**src/rtl/fifo_sync_prog.sv**
```systemverilog
// Single-clock FIFO with programmable almost-full/almost-empty flags,
// an occupancy count, sticky overflow/underflow errors, and an optional
// first-word-fall-through read path. Depth need not be a power of two.
module fifo_sync_prog #(
  parameter int FIFO_WIDTH = 8,
  parameter int FIFO_DEPTH = 16,
  parameter int AF_THRESH  = 12,
  parameter int AE_THRESH  = 2,
  parameter int FWFT       = 0
) (
  input  logic                            clk,
  input  logic                            rst,
  input  logic                            wr_en,
  input  logic [FIFO_WIDTH-1:0]           data_in,
  input  logic                            rd_en,
  input  logic                            clr_err,
  output logic [FIFO_WIDTH-1:0]           data_out,
  output logic                            rd_valid,
  output logic                            empty,
  output logic                            full,
  output logic                            almost_empty,
  output logic                            almost_full,
  output logic [$clog2(FIFO_DEPTH+1)-1:0] count,
  output logic                            overflow,
  output logic                            underflow
);

  localparam int PW = $clog2(FIFO_DEPTH);
  localparam int CW = $clog2(FIFO_DEPTH + 1);

  localparam logic [PW-1:0] LAST_PTR = PW'(FIFO_DEPTH - 1);
  localparam logic [CW-1:0] DEPTH_C  = CW'(FIFO_DEPTH);
  localparam logic [CW-1:0] AF_C     = CW'(AF_THRESH);
  localparam logic [CW-1:0] AE_C     = CW'(AE_THRESH);

  logic [FIFO_WIDTH-1:0] mem [FIFO_DEPTH];

  logic [PW-1:0] wr_ptr_q, wr_ptr_d;
  logic [PW-1:0] rd_ptr_q, rd_ptr_d;
  logic [CW-1:0] count_q, count_d;
  logic          empty_q, empty_d;
  logic          full_q, full_d;
  logic          almost_empty_q, almost_empty_d;
  logic          almost_full_q, almost_full_d;
  logic          overflow_q, overflow_d;
  logic          underflow_q, underflow_d;

  logic          rd_acc;
  logic          wr_acc;

  // Accept decisions, pointer/count advance and next-state flags.
  always_comb begin
    // NOTE: every signal gets a default at the top so no path leaves it
    // unassigned; otherwise synthesis infers a latch.
    wr_ptr_d       = wr_ptr_q;
    rd_ptr_d       = rd_ptr_q;
    count_d        = count_q;

    rd_acc = rd_en & ~empty_q;
    // A full FIFO still takes a write when the same cycle pops a word.
    wr_acc = wr_en & (~full_q | rd_acc);

    if (wr_acc) begin
      wr_ptr_d = (wr_ptr_q == LAST_PTR) ? '0 : wr_ptr_q + PW'(1);
    end
    if (rd_acc) begin
      rd_ptr_d = (rd_ptr_q == LAST_PTR) ? '0 : rd_ptr_q + PW'(1);
    end

    case ({wr_acc, rd_acc})
      2'b10:   count_d = count_q + CW'(1);
      2'b01:   count_d = count_q - CW'(1);
      default: count_d = count_q;
    endcase

    // Flags are registered from the next count so they line up with it.
    empty_d        = (count_d == '0);
    full_d         = (count_d == DEPTH_C);
    almost_empty_d = (count_d <= AE_C);
    almost_full_d  = (count_d >= AF_C);

    // A new error in the same cycle as clr_err keeps the flag set.
    overflow_d  = (wr_en & ~wr_acc) | (overflow_q & ~clr_err);
    underflow_d = (rd_en & empty_q) | (underflow_q & ~clr_err);
  end

  // Control state: pointers, count, flags and sticky errors.
  always_ff @(posedge clk or posedge rst) begin
    if (rst) begin
      // NOTE: sequential state uses non-blocking assignments so every flop
      // samples pre-edge values regardless of statement order.
      wr_ptr_q       <= '0;
      rd_ptr_q       <= '0;
      count_q        <= '0;
      empty_q        <= 1'b1;
      full_q         <= 1'b0;
      almost_empty_q <= 1'b1;
      almost_full_q  <= 1'b0;
      overflow_q     <= 1'b0;
      underflow_q    <= 1'b0;
    end else begin
      wr_ptr_q       <= wr_ptr_d;
      rd_ptr_q       <= rd_ptr_d;
      count_q        <= count_d;
      empty_q        <= empty_d;
      full_q         <= full_d;
      almost_empty_q <= almost_empty_d;
      almost_full_q  <= almost_full_d;
      overflow_q     <= overflow_d;
      underflow_q    <= underflow_d;
    end
  end

  // Storage write port.
  always_ff @(posedge clk) begin
    // NOTE: the storage array has no reset; empty/count already mark its
    // contents invalid, and leaving it unreset lets it map onto RAM.
    if (wr_acc) begin
      mem[wr_ptr_q] <= data_in;
    end
  end

  generate
    if (FWFT != 0) begin : g_fwft
      // Head word is presented continuously; zero while nothing is stored.
      assign data_out = empty_q ? '0 : mem[rd_ptr_q];
      assign rd_valid = ~empty_q;
    end else begin : g_std
      logic [FIFO_WIDTH-1:0] data_out_q, data_out_d;
      logic                  rd_valid_q, rd_valid_d;

      // Registered read: capture the head on an accepted read, else hold.
      always_comb begin
        data_out_d = data_out_q;
        rd_valid_d = rd_acc;
        if (rd_acc) begin
          data_out_d = mem[rd_ptr_q];
        end
      end

      // Read data register with one-cycle latency.
      always_ff @(posedge clk or posedge rst) begin
        if (rst) begin
          data_out_q <= '0;
          rd_valid_q <= 1'b0;
        end else begin
          data_out_q <= data_out_d;
          rd_valid_q <= rd_valid_d;
        end
      end

      assign data_out = data_out_q;
      assign rd_valid = rd_valid_q;
    end
  endgenerate

  assign empty        = empty_q;
  assign full         = full_q;
  assign almost_empty = almost_empty_q;
  assign almost_full  = almost_full_q;
  assign count        = count_q;
  assign overflow     = overflow_q;
  assign underflow    = underflow_q;

endmodule

```
**config.mk**
```make
export PLATFORM = sky130hd
export DESIGN_NAME = fifo_sync_prog
export DESIGN_NICKNAME = d
export VERILOG_FILES = /design/src/rtl/fifo_sync_prog.sv
export SDC_FILE = /design/constraint.sdc
export NUM_CORES = 1
export LEC_CHECK = 0
export CAP_MARGIN = 20
export CORE_MARGIN = 2
export CORE_UTILIZATION = 64
export CTS_CLUSTER_SIZE = 30
export DETAILED_ROUTE_END_ITERATION = 6
export GPL_ROUTABILITY_DRIVEN = 0
export PLACE_DENSITY = 0.94
export SYNTH_ARGS = -nofsm -noshare
export SYNTH_HDL_FRONTEND = slang
export SYNTH_SLANG_ARGS = --single-unit
```
**constraint.sdc**
```tcl
create_clock -name clk -period 7.1 [get_ports clk]
set_input_delay 1.065 -clock clk [delete_from_list [all_inputs] [get_ports clk]]
set_output_delay 1.065 -clock clk [all_outputs]
set_load 0.02 [all_outputs]
```
* Word-level counts from Yosys, hierarchy flattened
Memory sizes are Yosys's and may differ from the RTL's. A register that Yosys moved wholly into a read port is not among the register bits.
Cells that the tools add are included.
** Cells by class
- $add $sub $neg :: 4
- Multiply operators :: 0
- Div/mod/pow operators :: 0
- Order comparisons :: 2
- Equal/unequal tests :: 5
- Shift operators :: 0
- Mux-type cells :: 5
- Bitwise logic cells :: 13
- Reductions and logical operators :: 1
** Operators with widths (number)
- 5-bit one-hot mux with 2 select lines :: 1
- 4-bit by 1-bit adder with 4-bit output, second input constant :: 2
- 4-bit equality test, second input constant :: 2
- 4-bit 2-to-1 mux :: 2
- 1-bit bitwise AND :: 6
- 5-bit by 1-bit adder with 5-bit output, second input constant :: 1
- 5-bit equality test, second input constant :: 1
- 5-bit by 4-bit greater-or-equal comparator with 1-bit output, second input constant :: 1
- 5-bit by 2-bit <= comparator with 1-bit output, second input constant :: 1
- 5-bit zero test :: 1
- 5-bit by 1-bit subtractor with 5-bit output, second input constant :: 1
- 1-bit inverter :: 4
- 1-bit OR :: 3
- 2-bit by 1-bit equality test with 1-bit output, second input constant :: 1
- 2-bit equality test, second input constant :: 1
- 1-bit 2-to-1 mux :: 2
** Word-level totals
- Flip-flop bits (word level) :: 20
- Latch bits :: 0
- RAM bits :: 128
- Bits in read-only memories :: 0
- Bits of input ports :: 13
- Logic and storage cells :: 41
- Memories kept :: 1
** Memories
- mem :: words 16, bits a word 8, rd ports 1, clocked after memory_dff 1, write ports 1, RTL line 36 : logic [FIFO_WIDTH-1:0] mem [FIFO_DEPTH];

* Logic depth before layout (Yosys ltp)
- Depth after elaboration :: 7
- Depth in mapped cells :: 14
- Mapped depth without buffers :: 11

* Worst setup path after synthesis
No wires, ideal clock.
- Path type :: input to register
- Start :: in rd_en
- End :: reg almost_empty_q (netlist: almost_empty)
- Setup time :: 0.105 ns
- Arrival time :: 3.637 ns
- Required time :: 6.995 ns
- Slack :: 3.358 ns
- Stages on the path :: 14
- Buffers on the path :: 3
- Cells stage by stage :: nand2b_1 -> clkbuf_1 -> a21boi_1 -> clkbuf_1 -> inv_1 -> ha_1 -> clkbuf_2 -> xor2_1 -> ha_1 -> or3b_1 -> nand4b_1 -> o41ai_2 -> xor2_2 -> a2111oi_2
** Between the ends
- Cells in the longest elaborated chain, start to end :: 6
- Elaborated cells on any way between the ends :: 7
- Classes of those cells :: order compare (1); eq/ne (2); mux (1); bitwise (3)
** Ends and longest elaborated chain
- start: declaration :: RTL line 15 : input logic rd_en,
- 1-bit bitwise AND * :: RTL line 59 : rd_acc = rd_en & ~empty_q;
- 1-bit OR :: RTL line 61 : wr_acc = wr_en & (~full_q | rd_acc);
- 1-bit bitwise AND :: RTL line 61
- 2-bit by 1-bit equality test with 1-bit output / 2-bit equality test (equally long branches) :: RTL line 70 : case ({wr_acc, rd_acc})
- 5-bit one-hot mux with 2 select lines * :: RTL line 70
- via count_d[4] :: RTL line 40 : logic [CW-1:0] count_q, count_d;
- 5-bit by 2-bit <= comparator with 1-bit output * :: RTL line 79 : almost_empty_d = (count_d <= AE_C);
- via almost_empty_d :: RTL line 43 : logic almost_empty_q, almost_empty_d;
- end signal: assignment :: RTL line 107 : almost_empty_q <= almost_empty_d;
- end: declaration :: RTL line 43
The timed path passes the listed nets; every way through them passes the cells marked *.
A chain may end at the register's enable or synchronous reset.

* Worst setup path after layout
Ends and elaborated chain as after synthesis.

==> impl_table.tex <==
\begin{tabular}{lr}
\hline
Metric & Value \\
\hline
\multicolumn{2}{l}{\textbf{Run status}} \\
Status & completed \\
\multicolumn{2}{l}{\textbf{Synth}} \\
Leading cell types by count after synthesis & 128 x sky130\_fd\_sc\_hd\_\_edfxtp\_1, 36 x sky130\_fd\_sc\_hd\_\_mux2i\_1, 26 x sky130\_fd\_sc\_hd\_\_dfrtp\_1 \\
Sequential cell area fraction in the yosys report & 70.3\% \\
Number of enable-type register cells in the synthesized netlist & 128 \\
Share of the synthesized area in the top cell type & 59.4\% \\
Number of synthesis warnings & 0 \\
Flops \& latches, synth & 156 \\
Gate count after technology mapping & 395 \\
Async set or reset register ratio after synthesis & 17.9\% \\
Number of unique standard cell types used by synthesis & 51 \\
Cell accounting for the most synthesized area & sky130\_fd\_sc\_hd\_\_edfxtp\_1 \\
Net count after synthesis & 416 \\
Top cells by area, synth & sky130\_fd\_sc\_hd\_\_edfxtp\_1 59\%, sky130\_fd\_sc\_hd\_\_dfrtp\_1 10\%, sky130\_fd\_sc\_hd\_\_mux2i\_1 5.6\% \\
Cell area after synthesis & 6470 µm² \\
Mean instance size in the synthesized netlist & 16.4 µm² \\
Post-synth top flop & sky130\_fd\_sc\_hd\_\_edfxtp\_1 \\
Library cell with the highest instance count after synthesis & sky130\_fd\_sc\_hd\_\_edfxtp\_1 \\
\multicolumn{2}{l}{\textbf{GRT}} \\
Pin count of the biggest net entering global routing & 34 \\
Grt peak-use layer & met2 \\
Met1 GRT Util & 36.6\% \\
Initial antenna violation count & 0 \\
GRT overflow & 0 \\
Global-route met3 utilization & 5.95\% \\
Global-route wire length before repair & 23000 µm \\
Overall routing resource usage & 29.2\% \\
Global-route met2 utilization & 50.9\% \\
Vias in the first global route & 3913 \\
\multicolumn{2}{l}{\textbf{Setup path}} \\
Buffer and inverter count on the worst path & 2 \\
Critical path, cell by cell & clkdlybuf4s50\_1, nand2b\_1, a21boi\_1, inv\_1, ha\_1, xor2\_1, ha\_1, or3b\_1, nand4b\_1, o41ai\_2, xor2\_2, a2111oi\_2 \\
Length in cells of the worst reg-to-reg path & 11 \\
Gate family responsible for the most delay along the worst path & compound AO/OA/AOI/OAI gates \\
Library cell contributing the largest single delay on the critical path & sky130\_fd\_sc\_hd\_\_a21boi\_1 \\
Required time at the endpoint of the critical path & 7.53 ns \\
Reg2reg start & empty \\
Worst Setup Path Type & in -> reg \\
Type of origin of the critical path & input port \\
Setup slack of the most critical reg-to-reg path & 3.20 ns \\
Crit Reg-Reg Endpoint & almost\_empty \\
Arrival @ worst endpoint & 4.91 ns \\
Largest stage delay, worst path & 0.88 ns \\
Largest fanout on the critical path & 17 \\
Cell type with the highest occurrence count on the critical path & sky130\_fd\_sc\_hd\_\_ha\_1 \\
CP endpoint kind & flop \\
\multicolumn{2}{l}{\textbf{Power and ir drop}} \\
Sw Ratio & 34.5\% \\
Clock network fraction of design power & 29.6\% \\
Total net switching power & 0.00111 W \\
Overall Power & 0.00322 W \\
Cell internal pwr & 0.00211 W \\
Power density relative to cell area & 428 nW/µm² \\
Static Leakage & 2.66 nW \\
Seq pwr share & 39.2\% \\
Highest ir drop seen on vdd & 0.247 mV \\
Gate power share & 31.3\% \\
\multicolumn{2}{l}{\textbf{Clock tree}} \\
Clock H-tree levels & 4 \\
Clock transition at path regs & 0.07 ns \\
TritonCTS clock tree & yes \\
CTS Buf Count & 17 \\
Buffers from clock root to sink, at most & 2 \\
Post-CTS Hold Fix Bufs & 0 \\
Number of gates given a new drive strength after cts & 0 \\
Number of post-CTS setup repair buffers & 0 \\
Clk\_lat worst skew & 0.53 ns \\
CTS root buf & sky130\_fd\_sc\_hd\_\_clkbuf\_8 \\
Clk sinks & 156 \\
\multicolumn{2}{l}{\textbf{Floorplanning}} \\
Standard cell core area & 9770 µm² \\
Overall die width & 105 µm \\
DIE HEIGHT & 105 µm \\
Die Outline Area & 10900 µm² \\
Effective utilization at floorplan & 66.2\% \\
I/O Pins & 33 \\
Number of standard-cell rows in the floorplan & 36 \\
\multicolumn{2}{l}{\textbf{Min path}} \\
Hold path cells & 2 \\
HP Class & reg -> reg \\
Endpoint, Worst Hold & underflow \\
Worst min-delay path startpoint & underflow \\
\multicolumn{2}{l}{\textbf{Drt}} \\
Detail-routed via count per cell & 6.46 \\
Wirelength per Cell & 25.7 µm \\
Length of the first detailed-routing pass in iterations & 5 \\
Routed Antenna Nets & 0 \\
Post-Route WL & 14800 µm \\
Total number of vias & 3716 \\
Remaining routing DRC violations & 0 \\
First-iteration detailed-routing DRC count & 398 \\
\multicolumn{2}{l}{\textbf{STA}} \\
Setup TNS & 0 ns \\
Final min period & 4.49 ns \\
Final hold viol count & 0 \\
Worst-margin pin slew & 1.06 ns \\
Post-route clock skew & 0.00834 ns \\
Slew margin rel. & 29.2\% \\
Count of endpoints failing setup in the final report & 0 \\
RSZ-0062 raised after global routing & false \\
Share of the cycle needed by the critical path after routing & 63.2\% \\
Final max-slew violation count & 0 \\
Top achievable clock speed & 223 MHz \\
\multicolumn{2}{l}{\textbf{Final layout}} \\
Area growth from synthesis to layout & 16.4\% \\
Layout net count & 450 \\
Share of cells above drive strength 1 & 15.6\% \\
Number of inserted diodes & 0 \\
\multicolumn{2}{l}{\textbf{Job}} \\
Number of max-capacitance violations reported & 0 \\
\multicolumn{2}{l}{\textbf{Placement}} \\
Total half-perimeter wirelength after legalization and detailed placement & 8530 µm \\
Port-buffer cells & 32 \\
\hline
\end{tabular}
layer usage:
| layer | routed length, µm | share of wire, % |
|---|---|---|
| met1 | 5330 | 36 |
| met4 | 308 | 2.1 |
| met5 | 0 | 0 |
| met2 | 8100 | 55 |
| met3 | 1020 | 6.9 |
layout make-up:
type	instances	area (µm²)
multi-input cells	208	1780
inverters	8	30.0
fillers	513	2250
well taps	133	166
flip-flops and latches	156	4550
clock inverters	14	201
repair buffers	38	385
clock buffers	18	418
worst max path at each step:
stage	startpoint	end	slack, ns	cells past startpoint
after detailed placement	rd_en	almost_empty	2.34	12
after CTS	rd_en	almost_empty	2.73	12
after global placement	rd_en	almost_empty	2.66	12
after floorplan	rd_en	almost_empty	3.36	14
after global routing	rd_en	almost_empty	2.44	12
final	rd_en	almost_empty	2.61	12
power by group through the flow:
stage	Clock, W	Combinational (W)	Sequential [W]
after floorplan	0	0.000668	0.00126
after global placement	0	0.000912	0.00126
after detailed placement	0	0.000967	0.00127
after CTS	0.000959	0.000998	0.00126
after global routing	0.000994	0.00107	0.00128
final	0.000953	0.00101	0.00126
cells in the final DEF, fill, tap and decap left out, types with 12 or more instances in the layout:
master and count:
sky130_fd_sc_hd__a21oi_1 12, sky130_fd_sc_hd__clkbuf_16 16, sky130_fd_sc_hd__clkdlybuf4s50_1 32, sky130_fd_sc_hd__dfrtp_1 25, sky130_fd_sc_hd__edfxtp_1 128, sky130_fd_sc_hd__mux2i_1 36
sky130_fd_sc_hd__mux4_2 16, sky130_fd_sc_hd__nand2_1 13, sky130_fd_sc_hd__nor2_1 18, sky130_fd_sc_hd__o22ai_1 12
cells by family after synthesis:
group | count (synthesis) | synth area share, %
mux | 55 | 11.7
flops | 156 | 70.3
buf+inv | 31 | 2.21
compound gates | 48 | 4.91
simple gates | 88 | 7.89
xor+xnor | 9 | 1.45
fa+ha+maj | 8 | 1.55
per-stage QoR:
step / utilization [%] / std cells / setup slack [ns] / cell area, µm² / hold slack, ns
final: 77.0 / 575 / 2.61 / 7530 / 0.538
after global routing: 77.0 / 575 / 2.44 / 7530 / 0.555
after CTS: 76.7 / 574 / 2.73 / 7500 / 0.531
after detailed placement: 70.4 / 542 / 2.34 / 6880 / 0.495
after global placement: 70.4 / 542 / 2.66 / 6880 / 0.500
after floorplan: - / 395 / 3.36 / 6470 / 0.553
worst min-delay path, stage by stage (launching register included):
cell and delay (ns):
sky130_fd_sc_hd__dfrtp_1 0.38, sky130_fd_sc_hd__inv_1 0.05, sky130_fd_sc_hd__o21ai_0 0.06
registers in the layout (all words and copies together), names as in the netlist:
| signal | count |
|---|---|
| almost_empty | 1 |
| almost_full | 1 |
| count | 5 |
| data_out | 8 |
| empty | 1 |
| full | 1 |
| mem | 128 |
| overflow | 1 |
| rd_ptr_q | 4 |
| rd_valid | 1 |
| underflow | 1 |
| wr_ptr_q | 4 |
Power figures use the tool's default switching activity.
